`src/rtl/sqrt_pkg.sv`:
```
// Shared definitions for the round-robin square-root scheduler: default widths,
// iteration register widths and the FSM state encoding.
package sqrt_pkg;
  localparam int NUM_W_DEF = 7;
  localparam int RES_W_DEF = 4;
  localparam int SQ_W      = 8;
  localparam int D_W       = 5;
  localparam int OWN_W     = 2;

  typedef enum logic [1:0] {
    IDLE = 2'd0,
    CALC = 2'd1,
    DONE = 2'd2
  } state_t;
endpackage

```
`src/rtl/sqrt_rr_sched_if.sv`:
```
// Requester-side bundle of the scheduler: request levels, packed operands and the
// registered grant/completion outputs.
interface sqrt_rr_sched_if #(
  parameter int N_REQ = 4,
  parameter int NUM_W = sqrt_pkg::NUM_W_DEF,
  parameter int RES_W = sqrt_pkg::RES_W_DEF
);
  logic [N_REQ-1:0]         req;
  logic [N_REQ*NUM_W-1:0]   num;
  logic [N_REQ-1:0]         ack;
  logic [N_REQ-1:0]         done;
  logic [RES_W-1:0]         result;
  logic [sqrt_pkg::OWN_W-1:0] owner;
  logic                     busy;

  modport master (output req, num, input ack, done, result, owner, busy);
  modport slave  (input req, num, output ack, done, result, owner, busy);
endinterface

```
`src/rtl/sqrt_iter_core.sv`:
```
// Odd-number-sum integer square root: sq tracks (r+1)^2 and d the next odd step,
// so the loop ends on the first cycle where sq exceeds the captured operand.
module sqrt_iter_core import sqrt_pkg::*; #(
  parameter int NUM_W = NUM_W_DEF,
  parameter int RES_W = RES_W_DEF
) (
  input  logic             clk,
  input  logic             clear,
  input  logic             load,
  input  logic             step,
  input  logic [NUM_W-1:0] operand,
  output logic [RES_W-1:0] r,
  output logic             sq_gt
);
  logic [NUM_W-1:0] op_q;
  logic [SQ_W-1:0]  sq;
  logic [D_W-1:0]   d;

  always_ff @(posedge clk or posedge clear) begin
    if (clear) begin
      op_q <= '0;
      r    <= '0;
      sq   <= '0;
      d    <= '0;
    end else if (load) begin
      op_q <= operand;
      r    <= '0;
      sq   <= SQ_W'(1);
      d    <= D_W'(3);
    end else if (step) begin
      r    <= r + 1'b1;
      sq   <= sq + SQ_W'(d);
      d    <= d + D_W'(2);
    end
  end

  assign sq_gt = sq > SQ_W'(op_q);
endmodule

```
`src/rtl/sqrt_rr_sched.sv`:
```
// Round-robin arbiter sharing one iterative square-root engine among N_REQ requesters.
// state | meaning
// IDLE  | waiting; grants first active req at or above rr_ptr
// CALC  | engine iterating on the granted operand
// DONE  | result published; advance rr_ptr past owner
module sqrt_rr_sched import sqrt_pkg::*; #(
  parameter int N_REQ = 4,
  parameter int NUM_W = NUM_W_DEF,
  parameter int RES_W = RES_W_DEF
) (
  input  logic            clk,
  input  logic            clear,
  sqrt_rr_sched_if.slave  bus
);
  localparam int CW = OWN_W + 1;

  state_t               state, state_nxt;
  logic [OWN_W-1:0]     rr_ptr, rr_ptr_nxt, owner_nxt, gnt;
  logic [CW-1:0]        cand;
  logic                 gnt_vld;
  logic [N_REQ-1:0]     ack_nxt, done_nxt;
  logic [RES_W-1:0]     result_nxt, core_r;
  logic                 core_load, core_step, sq_gt, busy_nxt;
  logic [NUM_W-1:0]     num_arr [N_REQ];

  function automatic logic [OWN_W-1:0] wrap_inc(input logic [OWN_W-1:0] p);
    logic [CW-1:0] s;
    s = {1'b0, p} + CW'(1);
    if (s >= CW'(N_REQ)) s = '0;
    return s[OWN_W-1:0];
  endfunction

  always_comb begin
    for (int k = 0; k < N_REQ; k++) num_arr[k] = bus.num[k*NUM_W +: NUM_W];
  end

  // Rotate the search origin to rr_ptr; the first hit in that order wins.
  always_comb begin
    gnt     = '0;
    gnt_vld = 1'b0;
    cand    = '0;
    for (int k = 0; k < N_REQ; k++) begin
      cand = {1'b0, rr_ptr} + CW'(k);
      if (cand >= CW'(N_REQ)) cand = cand - CW'(N_REQ);
      if (!gnt_vld && bus.req[cand[OWN_W-1:0]]) begin
        gnt_vld = 1'b1;
        gnt     = cand[OWN_W-1:0];
      end
    end
  end

  sqrt_iter_core #(.NUM_W(NUM_W), .RES_W(RES_W)) u_core (
    .clk     (clk),
    .clear   (clear),
    .load    (core_load),
    .step    (core_step),
    .operand (num_arr[gnt]),
    .r       (core_r),
    .sq_gt   (sq_gt)
  );

  always_ff @(posedge clk or posedge clear) begin
    if (clear) begin
      state      <= IDLE;
      rr_ptr     <= '0;
      bus.ack    <= '0;
      bus.done   <= '0;
      bus.result <= '0;
      bus.owner  <= '0;
      bus.busy   <= 1'b0;
    end else begin
      state      <= state_nxt;
      rr_ptr     <= rr_ptr_nxt;
      bus.ack    <= ack_nxt;
      bus.done   <= done_nxt;
      bus.result <= result_nxt;
      bus.owner  <= owner_nxt;
      bus.busy   <= busy_nxt;
    end
  end

  always_comb begin
    state_nxt = state;
    case (state)
      IDLE:    if (gnt_vld) state_nxt = CALC;
      CALC:    if (sq_gt) state_nxt = DONE;
      DONE:    state_nxt = IDLE;
      default: state_nxt = IDLE;
    endcase
  end

  always_comb begin
    ack_nxt    = '0;
    done_nxt   = '0;
    result_nxt = bus.result;
    owner_nxt  = bus.owner;
    rr_ptr_nxt = rr_ptr;
    core_load  = 1'b0;
    core_step  = 1'b0;
    case (state)
      IDLE: begin
        if (gnt_vld) begin
          ack_nxt[gnt] = 1'b1;
          owner_nxt    = gnt;
          core_load    = 1'b1;
        end
      end
      CALC: begin
        if (sq_gt) begin
          result_nxt          = core_r;
          done_nxt[bus.owner] = 1'b1;
        end else begin
          core_step = 1'b1;
        end
      end
      DONE:    rr_ptr_nxt = wrap_inc(bus.owner);
      default: ;
    endcase
    busy_nxt = (state_nxt != IDLE);
  end
endmodule

```
`src/flat_wrapper.sv`:
```
// flat-port wrapper written by rule: the top's interface ports become plain ports
module sqrt_rr_sched_flat import sqrt_pkg::*;
#(
  parameter int N_REQ = 4,
  parameter int NUM_W = NUM_W_DEF,
  parameter int RES_W = RES_W_DEF
)
  (clk, clear, bus_req, bus_num, bus_ack, bus_done, bus_result, bus_owner, bus_busy);
  sqrt_rr_sched_if #(.N_REQ(N_REQ), .NUM_W(NUM_W), .RES_W(RES_W)) bus_i ();
  input  logic clk;
  input  logic clear;
  input wire logic [$bits(bus_i.req)-1:0] bus_req;
  input wire logic [$bits(bus_i.num)-1:0] bus_num;
  output wire logic [$bits(bus_i.ack)-1:0] bus_ack;
  output wire logic [$bits(bus_i.done)-1:0] bus_done;
  output wire logic [$bits(bus_i.result)-1:0] bus_result;
  output wire logic [$bits(bus_i.owner)-1:0] bus_owner;
  output wire logic [$bits(bus_i.busy)-1:0] bus_busy;
  assign bus_i.req = bus_req;
  assign bus_i.num = bus_num;
  assign bus_ack = bus_i.ack;
  assign bus_done = bus_i.done;
  assign bus_result = bus_i.result;
  assign bus_owner = bus_i.owner;
  assign bus_busy = bus_i.busy;
  sqrt_rr_sched #(.N_REQ(N_REQ), .NUM_W(NUM_W), .RES_W(RES_W)) u_core (.clk(clk), .clear(clear), .bus(bus_i));
endmodule
```
`config.mk`:
```
export PLATFORM = sky130hd
export DESIGN_NAME = sqrt_rr_sched_flat
export DESIGN_NICKNAME = d
export VERILOG_FILES = /design/src/rtl/sqrt_pkg.sv /design/src/rtl/sqrt_rr_sched_if.sv /design/src/rtl/sqrt_iter_core.sv /design/src/rtl/sqrt_rr_sched.sv /design/src/flat_wrapper.sv
export SDC_FILE = /design/constraint.sdc
export NUM_CORES = 1
export LEC_CHECK = 0
export ABC_CLOCK_PERIOD_IN_PS = 2500
export CAP_MARGIN = 20
export CORE_MARGIN = 2
export CORE_UTILIZATION = 51
export CTS_CLUSTER_DIAMETER = 60
export DETAILED_ROUTE_END_ITERATION = 8
export PLACE_DENSITY = 0.79
export SETUP_SLACK_MARGIN = 0.02
export SYNTH_ARGS = -nofsm -noshare
export SYNTH_HDL_FRONTEND = slang
export SYNTH_SLANG_ARGS = --single-unit
```
`constraint.sdc`:
```
create_clock -name clk -period 2.5 [get_ports clk]
set_input_delay 0.5 -clock clk [delete_from_list [all_inputs] [get_ports clk]]
set_output_delay 0.5 -clock clk [all_outputs]
set_load 0.02 [all_outputs]
```
**Yosys cells after proc, flatten, opt, wreduce, memory -nomap -nowiden**

Cells that the tools add are included.

- Output and inout port bits: 15
- Input bits: 34
- Bits in registers: 43
- Logic and storage cells: 98

- Eq/ne operators: 2
- Reductions and logical operators: 13
- Add/sub/neg operators: 11
- Bitwise operators: 1
- $lt $le $gt $ge: 15
- Muxes and demuxes: 45

Operators by type and width:

| kind | count |
|---|---|
| $mux W4 | 6 |
| $mux W2 | 11 |
| $lt A2 B3 Y1 const B | 6 |
| $mux W8 | 2 |
| $ge A3 B3 Y1 const B | 5 |
| $bmux W7 S2 | 1 |
| $mux W1 | 14 |
| $mux W7 | 2 |
| $mux W5 | 2 |
| $add A8 B5 Y8 | 1 |
| $bmux W1 S2 | 4 |
| $gt A8 B7 Y1 | 1 |
| $sub A2 B1 Y2 const B | 4 |
| $add A2 B1 Y3 const B | 2 |
| $add A2 B2 Y3 const B | 2 |
| $add A5 B2 Y5 const B | 1 |
| $logic_and A1 B1 Y1 | 5 |
| $add A4 B1 Y4 const B | 1 |
| $demux W1 S2 | 2 |
| $ge A2 B1 Y1 const B | 2 |
| $pmux W2 S2 | 1 |
| $reduce_and A2 Y1 | 2 |
| $reduce_bool A2 Y1 | 2 |
| $ge A2 B3 Y1 const B | 1 |
| 5 further kinds | 7 |

**Logic depth before layout (Yosys ltp)**

- Depth after elaboration: 20
- Gate-level depth with buffers: 8
- Depth with buffers taken out: 8

**Cells and area by module**

Synthesis repeated with hierarchy kept, for this count alone.

- Cells, all modules: 225
- Area, all modules: 2409.8 sq um

Modules (own cells, without submodules):

| module | area each (sq um) | sequential area each (sq um) | cells each | times used |
|---|---|---|---|---|
| sqrt_iter_core | 1338.8 | 600.6 | 134 | 1 |
| sqrt_rr_sched | 1071.0 | 475.5 | 91 | 1 |

**Worst setup path before layout**

OpenSTA, ideal clock, no wires.

- Path kind: register -> register
- From: reg u_core.u_core.sq[6]
- To: reg u_core.bus.result[0]
- Buffers on the path: 1
- Clock period less this slack: 1.951 ns
- Setup time: 0.125 ns
- Required time: 2.375 ns
- Cell stages (with the launch flop): 7
- Setup slack: 0.549 ns
- Data arrival time: 1.827 ns
- Cell sequence: dfrtp_1 ha_1 nand4b_4 a211oi_2 o21a_1 buf_4 mux2_2

- Word-level cells in the longest chain between the ends: 2

RTL lines:

| element | line | RTL |
|---|---|---|
| start, declared | sqrt_iter_core.sv:16 | `logic [SQ_W-1:0] sq;` |
| start signal, assigned | sqrt_iter_core.sv:32 | `sq <= sq + SQ_W'(d);` |
| $gt A8 B7 Y1 | sqrt_iter_core.sv:37 | `assign sq_gt = sq > SQ_W'(op_q);` |
| $reduce_and A2 Y1 (no source line) | - |  |
| end signal, assigned | sqrt_rr_sched.sv:76 | `bus.result <= result_nxt;` |
| end, declared | sqrt_rr_sched_if.sv:17 | `modport slave (input req, num, output ack, done, result, owner, busy);` |

No other way between the ends.
A chain may end at the register's enable or synchronous reset.

**Final worst setup path**

- From: reg u_core.u_core.sq[5]
- To: reg u_core.u_core.d[4]

- Word-level cells in the longest chain between the ends: 4

RTL lines:

| element | line | RTL |
|---|---|---|
| $gt A8 B7 Y1 | sqrt_iter_core.sv:37 |  |
| $mux W1 | sqrt_rr_sched.sv:109 | `if (sq_gt) begin` |
| $mux W1 | sqrt_rr_sched.sv:100 | `case (state)` |
| $reduce_bool A2 Y1 (no source line) | - |  |
| end signal, assigned | sqrt_iter_core.sv:33 | `d <= d + D_W'(2);` |
| end, declared | sqrt_iter_core.sv:17 | `logic [D_W-1:0] d;` |

No other way between the ends.

==> metrics.txt <==
top-area cell type share of the netlist area=0.447; IO buf count=48; endpoints failing hold=0; outcome=finished, final reports clean; Util after Layout=0.687; routed wire length=5300 µm; Hold Slack=484 ps; core box area=4440 µm²; Skew-Pair Late Insertion Delay=300 ps; gr usage total=0.221; Final TNS setup=0 ps; count leader, synth=dfrtp_1; total die area=5280 µm²; VDD IR-drop max=0.672 mV; final RePlAce weighted congestion=0.816; final period utilization=0.880; Final setup viols=0; Initial Util=0.541; Avg Inst Size Synth=10.5 µm²; Syn Inst Count=230; Netlist cell types=44; crit-path max FO=14; top post-synthesis cells by count=dfrtp_1 (43), mux2i_1 (20), ha_1 (18); leakage=1.40 nW; ys flop type=dfrtp_1; Hold Crit Class=reg -> reg; CP required=2730 ps; die width=72.7 µm; wire per inst=15.9 µm; Critical Path AT=2430 ps; Worst slew margin=0.647; Seq cells post-synth=43; first-pass GRT wire length=8970 µm; Pre-Repair DR Iteration Count=4; clock slew at reported path FFs=80 ps; CTS Root Cell=clkbuf_8; Worst setup SP type=flip-flop; clock sink count=43; Die H=72.7 µm; unrepaired setup endpoints after global routing=false; f_max=0.455 GHz; DRC viols=0; Layout Nets=333; MaxCap Viol Count=0; number of global-route vias before repair=1879; sequential fraction of the synthesis area=0.447; Remaining Overflow, GRT=0; largest net degree at the start of global routing=44; Vias=1895; CTS tree=yes; crit path time final=2200 ps; Synthesized Nets=283; Post-synth EDFFs=0; PwrDens=1130 nW/µm²; Async SR Flop Fraction=1.00; Rows=24; post-CTS sizing=0; antenna violations before repair=0; total CTS buffers=5; Final ANT Viol Nets=0; drt initial violations=142; Pins Over Slew Limit=0; share of post-route cells with drive strength above 1=0.0854; Worst-Margin Slew=530 ps; dpl hpwl=3910 µm; Worst Skew=2.39 ps; dominant cell type by area after synthesis=dfrtp_1; H-Tree Depth=2; setup bufs post-CTS=0; layout filler cell count=337; antenna cells=0; hold_buf cts=0; synthesized cell area=2410 µm²; vias per cell=5.69; Ys Warns=0; P&R area growth vs syn=26.9%; CTS max path bufs=2; # IOs=49; critical path type=reg -> reg; synth top area cells=dfrtp_1 (45%), ha_1 (9.4%), mux2i_1 (8.3%), a21oi_1 (3.3%), o21ai_0 (3.1%); Worst Setup End Kind=flip-flop
routing by layer:
| metal | share of wire | global-route usage | routed length (µm) | vias to the layer above |
|---|---|---|---|---|
| met4 | 0.012 | 0.0597 | 62 | 0 |
| met5 | 0 | 0 | 0 | - |
| met3 | 0.062 | 0.0622 | 331 | 7 |
| li1 | - | - | - | 925 |
| met1 | 0.45 | 0.295 | 2380 | 899 |
| met2 | 0.48 | 0.355 | 2530 | 64 |
state kept, by name, indices dropped and copies added, names as in the netlist:
signal              count
u_core.bus.result       4
u_core.rr_ptr           2
u_core.u_core.d         5
u_core.u_core.sq        8
u_core.bus.busy         1
u_core.bus.done         4
u_core.u_core.r         4
u_core.state            2
u_core.bus.ack          4
u_core.bus.owner        2
u_core.u_core.op_q      7
area by class of cell:
| cell class | count | area (µm²) | area share |
|---|---|---|---|
| Clock buffer | 7 | 96.3 | 0.0316 |
| Sequential cell | 43 | 1080 | 0.352 |
| Inverter | 17 | 63.8 | 0.0209 |
| Clock inverter | 1 | 7.51 | 0.00246 |
| Tap cell | 52 | 65.1 | 0.0213 |
| Timing Repair Buffer | 54 | 538 | 0.176 |
| Multi-Input combinational cell | 159 | 1210 | 0.395 |
cells in the final DEF, fill, tap and decap left out, types with 2 or more instances in the layout:
| cell type | count |
|---|---|
| ha_1 | 18 |
| mux2_2 | 5 |
| nand2_1 | 16 |
| a21oi_1 | 16 |
| nand3_1 | 13 |
| o31ai_1 | 2 |
| o21ai_0 | 15 |
| clkdlybuf4s50_1 | 48 |
| nor2b_1 | 2 |
| a21o_1 | 2 |
| o21a_1 | 3 |
| and2_1 | 4 |
| or3_1 | 2 |
| mux2i_1 | 20 |
| dfrtp_1 | 43 |
| xnor2_1 | 2 |
| nor3_1 | 3 |
| nor2_1 | 7 |
| clkbuf_8 | 7 |
| buf_4 | 5 |
| inv_1 | 17 |
| o221ai_1 | 7 |
where the power goes:
| part | internal, mW | switching [mW] |
|---|---|---|
| combinational | 0.831 | 1.01 |
| sequential | 0.936 | 0.200 |
| clock | 0.251 | 0.237 |
worst max-delay path, cell delays in order, from the launching register on:
cell      delay [ps]
dfrtp_1          440
ha_1             350
a21o_1           200
a211oi_4         290
o21ai_2          190
or4_1            510
a21oi_1          150
path summary, 6_finish.rpt:
kind / startpoint / endpoint / slack, ps / cells after the start
max in group asynchronous: clear / u_core.bus.result[1] / 1480 / 3
hold / removal: u_core.u_core.r[3] / u_core.u_core.r[3] / 480 / 1
min in group asynchronous: clear / u_core.bus.ack[2] / 660 / 3
hold reg to reg: u_core.u_core.r[3] / u_core.u_core.r[3] / 480 / 1
setup reg to reg: u_core.u_core.sq[5] / u_core.u_core.d[4] / 300 / 6
setup / recovery: u_core.u_core.sq[5] / u_core.u_core.d[4] / 300 / 6
kinds of logic (layout without fill, tap and decap cells):
family	after synthesis	after routing	synth area share
flip-flops	43	43	0.447
XOR/XNOR	2	2	0.00728
AO/OA/AOI/OAI	58	58	0.164
AND/OR/NAND/NOR	55	55	0.121
buffers and inverters	28	79	0.0515
multiplexers	25	25	0.107
adder cells (fa/ha/maj)	19	19	0.102
metrics by stage:
step	total power [mW]	setup slack [ps]	area (µm²)	instances
final	3.46	300	3050	333
after global routing	3.76	180	3050	333
after CTS	3.49	294	3050	333
after detailed placement	2.98	197	2950	325
after global placement	2.90	309	2950	325
after floorplan	2.45	549	2410	230
(Power assumes the default switching activity.)
